===== src/rtl/nts_ntp_header_parser.sv =====
// rtl/nts_ntp_header_parser.sv - NTP client request header parser driving nts_timestamp controls
// Optional frame counters are built when NTS_PARSER_COUNTERS_EN is defined.

module nts_ntp_header_parser #(
    parameter int MIN_VN = 3,
    parameter int MAX_VN = 4
) (
    input  logic        i_clk,
    input  logic        i_areset,
    input  logic        i_rx_start,
    input  logic        i_rx_valid,
    input  logic [63:0] i_rx_data,
    input  logic        i_rx_last,
    input  logic        i_rx_bad,
    input  logic        i_tx_busy,
    output logic        o_parser_clear,
    output logic        o_parser_record_receive_timestamp,
    output logic        o_parser_transmit,
    output logic [63:0] o_parser_origin_timestamp,
    output logic [2:0]  o_parser_version_number,
    output logic [7:0]  o_parser_poll,
    output logic [31:0] o_good_count,
    output logic [31:0] o_drop_count
);

    typedef enum logic [2:0] {
        IDLE      = 3'd0,
        HDR       = 3'd1,
        WAIT_LAST = 3'd2,
        PEND      = 3'd3,
        DISCARD   = 3'd4
    } state_t;

    localparam logic [2:0] MIN_VN_L = 3'(MIN_VN);
    localparam logic [2:0] MAX_VN_L = 3'(MAX_VN);

    state_t     state;
    logic [2:0] word_cnt;
    logic [2:0] vn_q;
    logic [2:0] mode_q;
    logic [7:0] poll_q;
    logic       rr_pend;
    logic       start;
    logic       frame_ok;

    always_comb begin
        start    = i_rx_valid & i_rx_start;
        frame_ok = (mode_q == 3'd3) && (vn_q >= MIN_VN_L) && (vn_q <= MAX_VN_L) && !i_rx_bad;
    end

    always_ff @(posedge i_clk) begin
        if (i_areset) begin
            state                             <= IDLE;
            word_cnt                          <= 3'd0;
            vn_q                              <= 3'd0;
            mode_q                            <= 3'd0;
            poll_q                            <= 8'd0;
            rr_pend                           <= 1'b0;
            o_parser_clear                    <= 1'b0;
            o_parser_record_receive_timestamp <= 1'b0;
            o_parser_transmit                 <= 1'b0;
            o_parser_origin_timestamp         <= 64'd0;
            o_parser_version_number           <= 3'd0;
            o_parser_poll                     <= 8'd0;
        end else begin
            o_parser_clear                    <= 1'b0;
            o_parser_transmit                 <= 1'b0;
            o_parser_record_receive_timestamp <= rr_pend;
            rr_pend                           <= 1'b0;
            // A restarted frame publishes its word 0 fields only after the clear cycle.
            if (rr_pend) begin
                o_parser_version_number <= vn_q;
                o_parser_poll           <= poll_q;
            end

            case (state)
                IDLE: begin
                    if (start) begin
                        vn_q                              <= i_rx_data[61:59];
                        mode_q                            <= i_rx_data[58:56];
                        poll_q                            <= i_rx_data[47:40];
                        o_parser_version_number           <= i_rx_data[61:59];
                        o_parser_poll                     <= i_rx_data[47:40];
                        o_parser_origin_timestamp         <= 64'd0;
                        o_parser_record_receive_timestamp <= 1'b1;
                        word_cnt                          <= 3'd1;
                        state                             <= i_rx_last ? DISCARD : HDR;
                    end
                end

                HDR, WAIT_LAST, PEND: begin
                    if (start) begin
                        vn_q                      <= i_rx_data[61:59];
                        mode_q                    <= i_rx_data[58:56];
                        poll_q                    <= i_rx_data[47:40];
                        o_parser_version_number   <= 3'd0;
                        o_parser_poll             <= 8'd0;
                        o_parser_origin_timestamp <= 64'd0;
                        o_parser_clear            <= 1'b1;
                        rr_pend                   <= 1'b1;
                        word_cnt                  <= 3'd1;
                        state                     <= i_rx_last ? DISCARD : HDR;
                    end else if (state == PEND) begin
                        if (!i_tx_busy) begin
                            o_parser_transmit <= 1'b1;
                            state             <= IDLE;
                        end
                    end else if (i_rx_valid) begin
                        word_cnt <= (word_cnt == 3'd7) ? 3'd7 : word_cnt + 3'd1;
                        if (state == HDR && word_cnt == 3'd5) begin
                            o_parser_origin_timestamp <= i_rx_data;
                        end
                        if (i_rx_last) begin
                            if (state == HDR && word_cnt < 3'd5) begin
                                state <= DISCARD;
                            end else if (!frame_ok) begin
                                state <= DISCARD;
                            end else if (i_tx_busy) begin
                                state <= PEND;
                            end else begin
                                o_parser_transmit <= 1'b1;
                                state             <= IDLE;
                            end
                        end else if (state == HDR && word_cnt == 3'd5) begin
                            state <= WAIT_LAST;
                        end
                    end
                end

                DISCARD: begin
                    // Hold off the clear until a pending record_receive pulse has gone out.
                    if (!rr_pend) begin
                        o_parser_clear            <= 1'b1;
                        o_parser_version_number   <= 3'd0;
                        o_parser_poll             <= 8'd0;
                        o_parser_origin_timestamp <= 64'd0;
                        state                     <= IDLE;
                    end
                end

                default: state <= IDLE;
            endcase
        end
    end

`ifdef NTS_PARSER_COUNTERS_EN
    logic [31:0] good_count_q;
    logic [31:0] drop_count_q;

    always_ff @(posedge i_clk) begin
        if (i_areset) begin
            good_count_q <= 32'd0;
            drop_count_q <= 32'd0;
        end else begin
            if (o_parser_transmit) begin
                good_count_q <= good_count_q + 32'd1;
            end
            if (o_parser_clear) begin
                drop_count_q <= drop_count_q + 32'd1;
            end
        end
    end

    assign o_good_count = good_count_q;
    assign o_drop_count = drop_count_q;
`else
    assign o_good_count = 32'd0;
    assign o_drop_count = 32'd0;
`endif

endmodule


===== config.mk =====
export PLATFORM = sky130hd
export DESIGN_NAME = nts_ntp_header_parser
export DESIGN_NICKNAME = d
export VERILOG_FILES = /design/src/rtl/nts_ntp_header_parser.sv
export SDC_FILE = /design/constraint.sdc
export NUM_CORES = 1
export LEC_CHECK = 0
export BUFFER_PORTS_ARGS = -buffer_cell sky130_fd_sc_hd__buf_4
export CAP_MARGIN = 10
export CELL_PAD_IN_SITES_DETAIL_PLACEMENT = 0
export CELL_PAD_IN_SITES_GLOBAL_PLACEMENT = 2
export CORE_MARGIN = 2
export CORE_UTILIZATION = 28
export DETAILED_ROUTE_END_ITERATION = 16
export GPL_ROUTABILITY_DRIVEN = 0
export GPL_TIMING_DRIVEN = 0
export HOLD_SLACK_MARGIN = 0.03
export PLACE_DENSITY = 0.9
export REMOVE_ABC_BUFFERS = 1
export SKIP_CTS_REPAIR_TIMING = 1
export SYNTH_ARGS = -nofsm -noshare
export SYNTH_HDL_FRONTEND = slang
export SYNTH_SLANG_ARGS = --single-unit

===== constraint.sdc =====
create_clock -name i_clk -period 4 [get_ports i_clk]
set_input_delay 0.6 -clock i_clk [delete_from_list [all_inputs] [get_ports i_clk]]
set_output_delay 0.6 -clock i_clk [all_outputs]
set_load 0.02 [all_outputs]

==> flow_summary.yaml <==
detailed_routing:
  drt_iter0_markers: 158
  drt_pre_antenna_iters: 6
  wire_per_inst_um: 13.25
  wirelength_um: 12190
  drc: 0
  ant_nets: 0
  vias: 4060
  via_per_inst: 4.413
synth:
  synth_top_family_by_area: "simple AND/OR/NAND/NOR gates"
  ys_seq_elements: 99
  synth_cells: 571
  synth_compound_gate_area_share_pct: 16.92
  yosys.area_share.xor_xnor_pct: 0.1798
  synth_top_flop_cell: "dfxtp_1"
  synthAdderAreaFrac_pct: 0.5136
  syn_area_mm2: 0.004872
  synth_warnings: 0
  synth_mux_area_share_pct: 0.9245
  synth.avg_cell_area_um2: 8.533
  yosys.area_share.simple_pct: 25.09
  synth_edf_count: 0
  ys_types: 51
  synth-seq-area-share_pct: 40.68
  async_reset_ff_share_pct: 0
layout:
  multi_input_area_mm2: 0.002366
  final-seq-area_mm2: 0.001982
  stdcell_count: 920
  nets: 763
  n_antenna_cell: 0
  drive_above_1_share_pct: 30.22
  fill_cells: 1864
  final_cell_mix: "148 x buf_4, 99 x dfxtp_1, 69 x nand2b_1"
  syn2layout_area_growth_pct: 26.50
  layout_commonest_cell: "buf_4"
setup_path:
  cpMaxStageDelayCell: "dfxtp_1"
  cp_max_fo: 70
  crit_end: "o_parser_origin_timestamp[29]$_SDFFE_PP0P_"
  cp_cell_sequence: "a21o_1 -> a21oi_1 -> o22a_4 -> buf_16 -> nand3_1 -> o21ai_0"
  cp-start-kind: "flip-flop"
  critPathKind: "flip-flop to flip-flop"
  arrival_ns: 2.57
  r2r-start: "rr_pend$_SDFF_PP0_"
  max_stage_delay_ns: 0.89
  ff2ff_setup_slack_ns: 1.66
  worstReg2RegEnd: "o_parser_origin_timestamp[29]$_SDFFE_PP0P_"
  cp.required_ns: 4.23
  cp-end-kind: "flip-flop"
  cp-startpoint: "rr_pend$_SDFF_PP0_"
  rr_worst_depth: 6
global_route:
  grt_first_pass_wirelength_um: 19380
  grt_pass1_vias: 3748
  grt_antenna_before_repair: 0
  grt_overflow: 0
  grt_max_degree: 102
  grt_use_total_pct: 13.27
sta:
  max_freq_mhz: 427.1
  final.period_utilization_pct: 58.53
  slew_violations: 0
  rsz0062_at_grt: "false"
  period_needed_ns: 2.341
  setup_violations: 0
  slew_headroom_pct: 34.65
  worst_slew_pin_slew_ns: 0.9802
  fin_hold_ws_ns: 0.4556
  fin_skew_ns: 0.009370
  finalHoldViolCount: 0
  setup_tns_ns: 0
place:
  place_inst: 904
  port_buffers: 148
  dpl.hpwl_um: 8031
floorplan:
  core_mm2: 0.01718
  die_h_um: 135.9
  start_util_pct: 28.37
  dieArea_mm2: 0.01847
  core.rowCount: 48
  die_x_um: 135.9
  ios: 213
cts:
  clock-sinks: 99
  worstSkewPairLatency_ns: 0.35
  cts_buffers: 9
  clk_path_buf_depth: 2
  htreeDepth: 3
  root_buffer: "clkbuf_16"
  cts_tree: "done"
  path_clk_slew_ns: 0.07
hold_path:
  hold_class: "input pin to flip-flop"
pwr:
  p_per_area_mw_per_mm2: 372.4
  vdd_ir_drop_max_mv: 0.1974
  p_leak_nw: 2.512
flow_run:
  maxCapViolations: 0
run_status:
  status: "finished clean"
critical path, delay by kind of cell (launching register included):
family                 cells  cell delay (ns)
buffers and inverters      1             0.29
AND/OR/NAND/NOR            1             0.15
AO/OA/AOI/OAI              4             0.80
flip-flops                 1             0.89
stage by stage:
| stage | setup slack [ns] | area, µm² | utilization (%) | power (mW) |
|---|---|---|---|---|
| after floorplan | 1.837 | 4385 | - | 1.269 |
| after global placement | 0.8471 | 5778 | 33.64 | 1.421 |
| after detailed placement | 1.347 | 5868 | 34.16 | 1.434 |
| after CTS | 1.610 | 6163 | 35.88 | 2.338 |
| after global routing | 1.382 | 6163 | 35.88 | 2.412 |
| final | 1.659 | 6163 | 35.88 | 2.295 |
logic make-up (layout without fill, tap and decap cells):
kind of cell             count (synthesis)  in the layout
AND/OR/NAND/NOR                        217            217
other                                    1             64
buffers and inverters                  117            178
XOR/XNOR                                 1              1
adder cells (fa/ha/maj)                  2              2
multiplexers                             4              4
flip-flops                              99             99
AO/OA/AOI/OAI                          130            130
worst min path at each step:
stage,endpoint,start,cells after the start
6_report,o_parser_origin_timestamp[7]$_SDFFE_PP0P_,i_rx_data[7],3
5_1_grt,o_parser_origin_timestamp[7]$_SDFFE_PP0P_,i_rx_data[7],3
4_1_cts,o_parser_origin_timestamp[54]$_SDFFE_PP0P_,i_rx_data[54],3
3_5_place_dp,poll_q[6]$_SDFFE_PP0P_,poll_q[6]$_SDFFE_PP0P_,2
3_3_place_gp,poll_q[7]$_SDFFE_PP0P_,poll_q[7]$_SDFFE_PP0P_,2
2_1_floorplan,poll_q[6]$_SDFFE_PP0P_,poll_q[6]$_SDFFE_PP0P_,2
per-layer routing:
| layer | vias up | part of all wire [%] | global-route usage [%] |
|---|---|---|---|
| met4 | 0 | 1.2 | 4.051 |
| met3 | 16 | 7.8 | 5.145 |
| met1 | 1859 | 45 | 16.99 |
| met2 | 131 | 46 | 20.62 |
| met5 | - | 0 | 0 |
| li1 | 2054 | - | - |
synthesized netlist by cell type (2+ instances only):
library cell | n | area share [%]
a21oi_1 | 29 | 3.0
mux2_2 | 4 | 0.92
o21a_1 | 2 | 0.31
nand3_1 | 50 | 5.1
a22oi_1 | 10 | 1.5
buf_2 | 13 | 1.3
buf_6 | 2 | 0.46
dfxtp_1 | 99 | 41
o21ai_1 | 8 | 0.82
nand3b_1 | 2 | 0.31
o22ai_1 | 6 | 0.77
nor3_1 | 12 | 1.2
buf_4 | 66 | 10
or2_1 | 2 | 0.26
buf_1 | 2 | 0.15
o21ai_0 | 41 | 4.2
buf_8 | 2 | 0.62
nand3_2 | 16 | 3.3
inv_1 | 10 | 0.77
a21o_1 | 2 | 0.31
clkbuf_2 | 3 | 0.31
nor2_1 | 17 | 1.3
a41oi_1 | 2 | 0.36
ha_1 | 2 | 0.51
nand2_1 | 38 | 2.9
clkbuf_1 | 18 | 1.4
o21ai_2 | 16 | 2.9
nor2b_1 | 3 | 0.39
a32oi_1 | 3 | 0.54
a31oi_1 | 2 | 0.26
nand2b_1 | 69 | 8.9
registers in the layout (all words and copies together) (netlist names):
name,count
mode_q,3
o_parser_clear,1
o_parser_origin_timestamp,64
o_parser_poll,8
o_parser_record_receive_timestamp,1
o_parser_transmit,1
o_parser_version_number,3
poll_q,8
rr_pend,1
state,3
vn_q,3
word_cnt,3
where the power goes:
group          switching (mW)  internal, mW  leakage [nW]
logic                   0.234         0.136          1.58
registers              0.0236          1.01         0.802
clock network           0.401         0.486         0.135
total                   0.659          1.64          2.51
final cells by class:
class | instances | area share (%)
Clock buffer | 10 | 3.715
Clock inverter | 6 | 1.076
Inverter | 10 | 0.6090
Multi-Input combinational cell | 418 | 38.39
Sequential cell | 99 | 32.16
Tap cell | 225 | 4.568
Timing Repair Buffer | 152 | 19.49
Power figures use the tool's default switching activity.
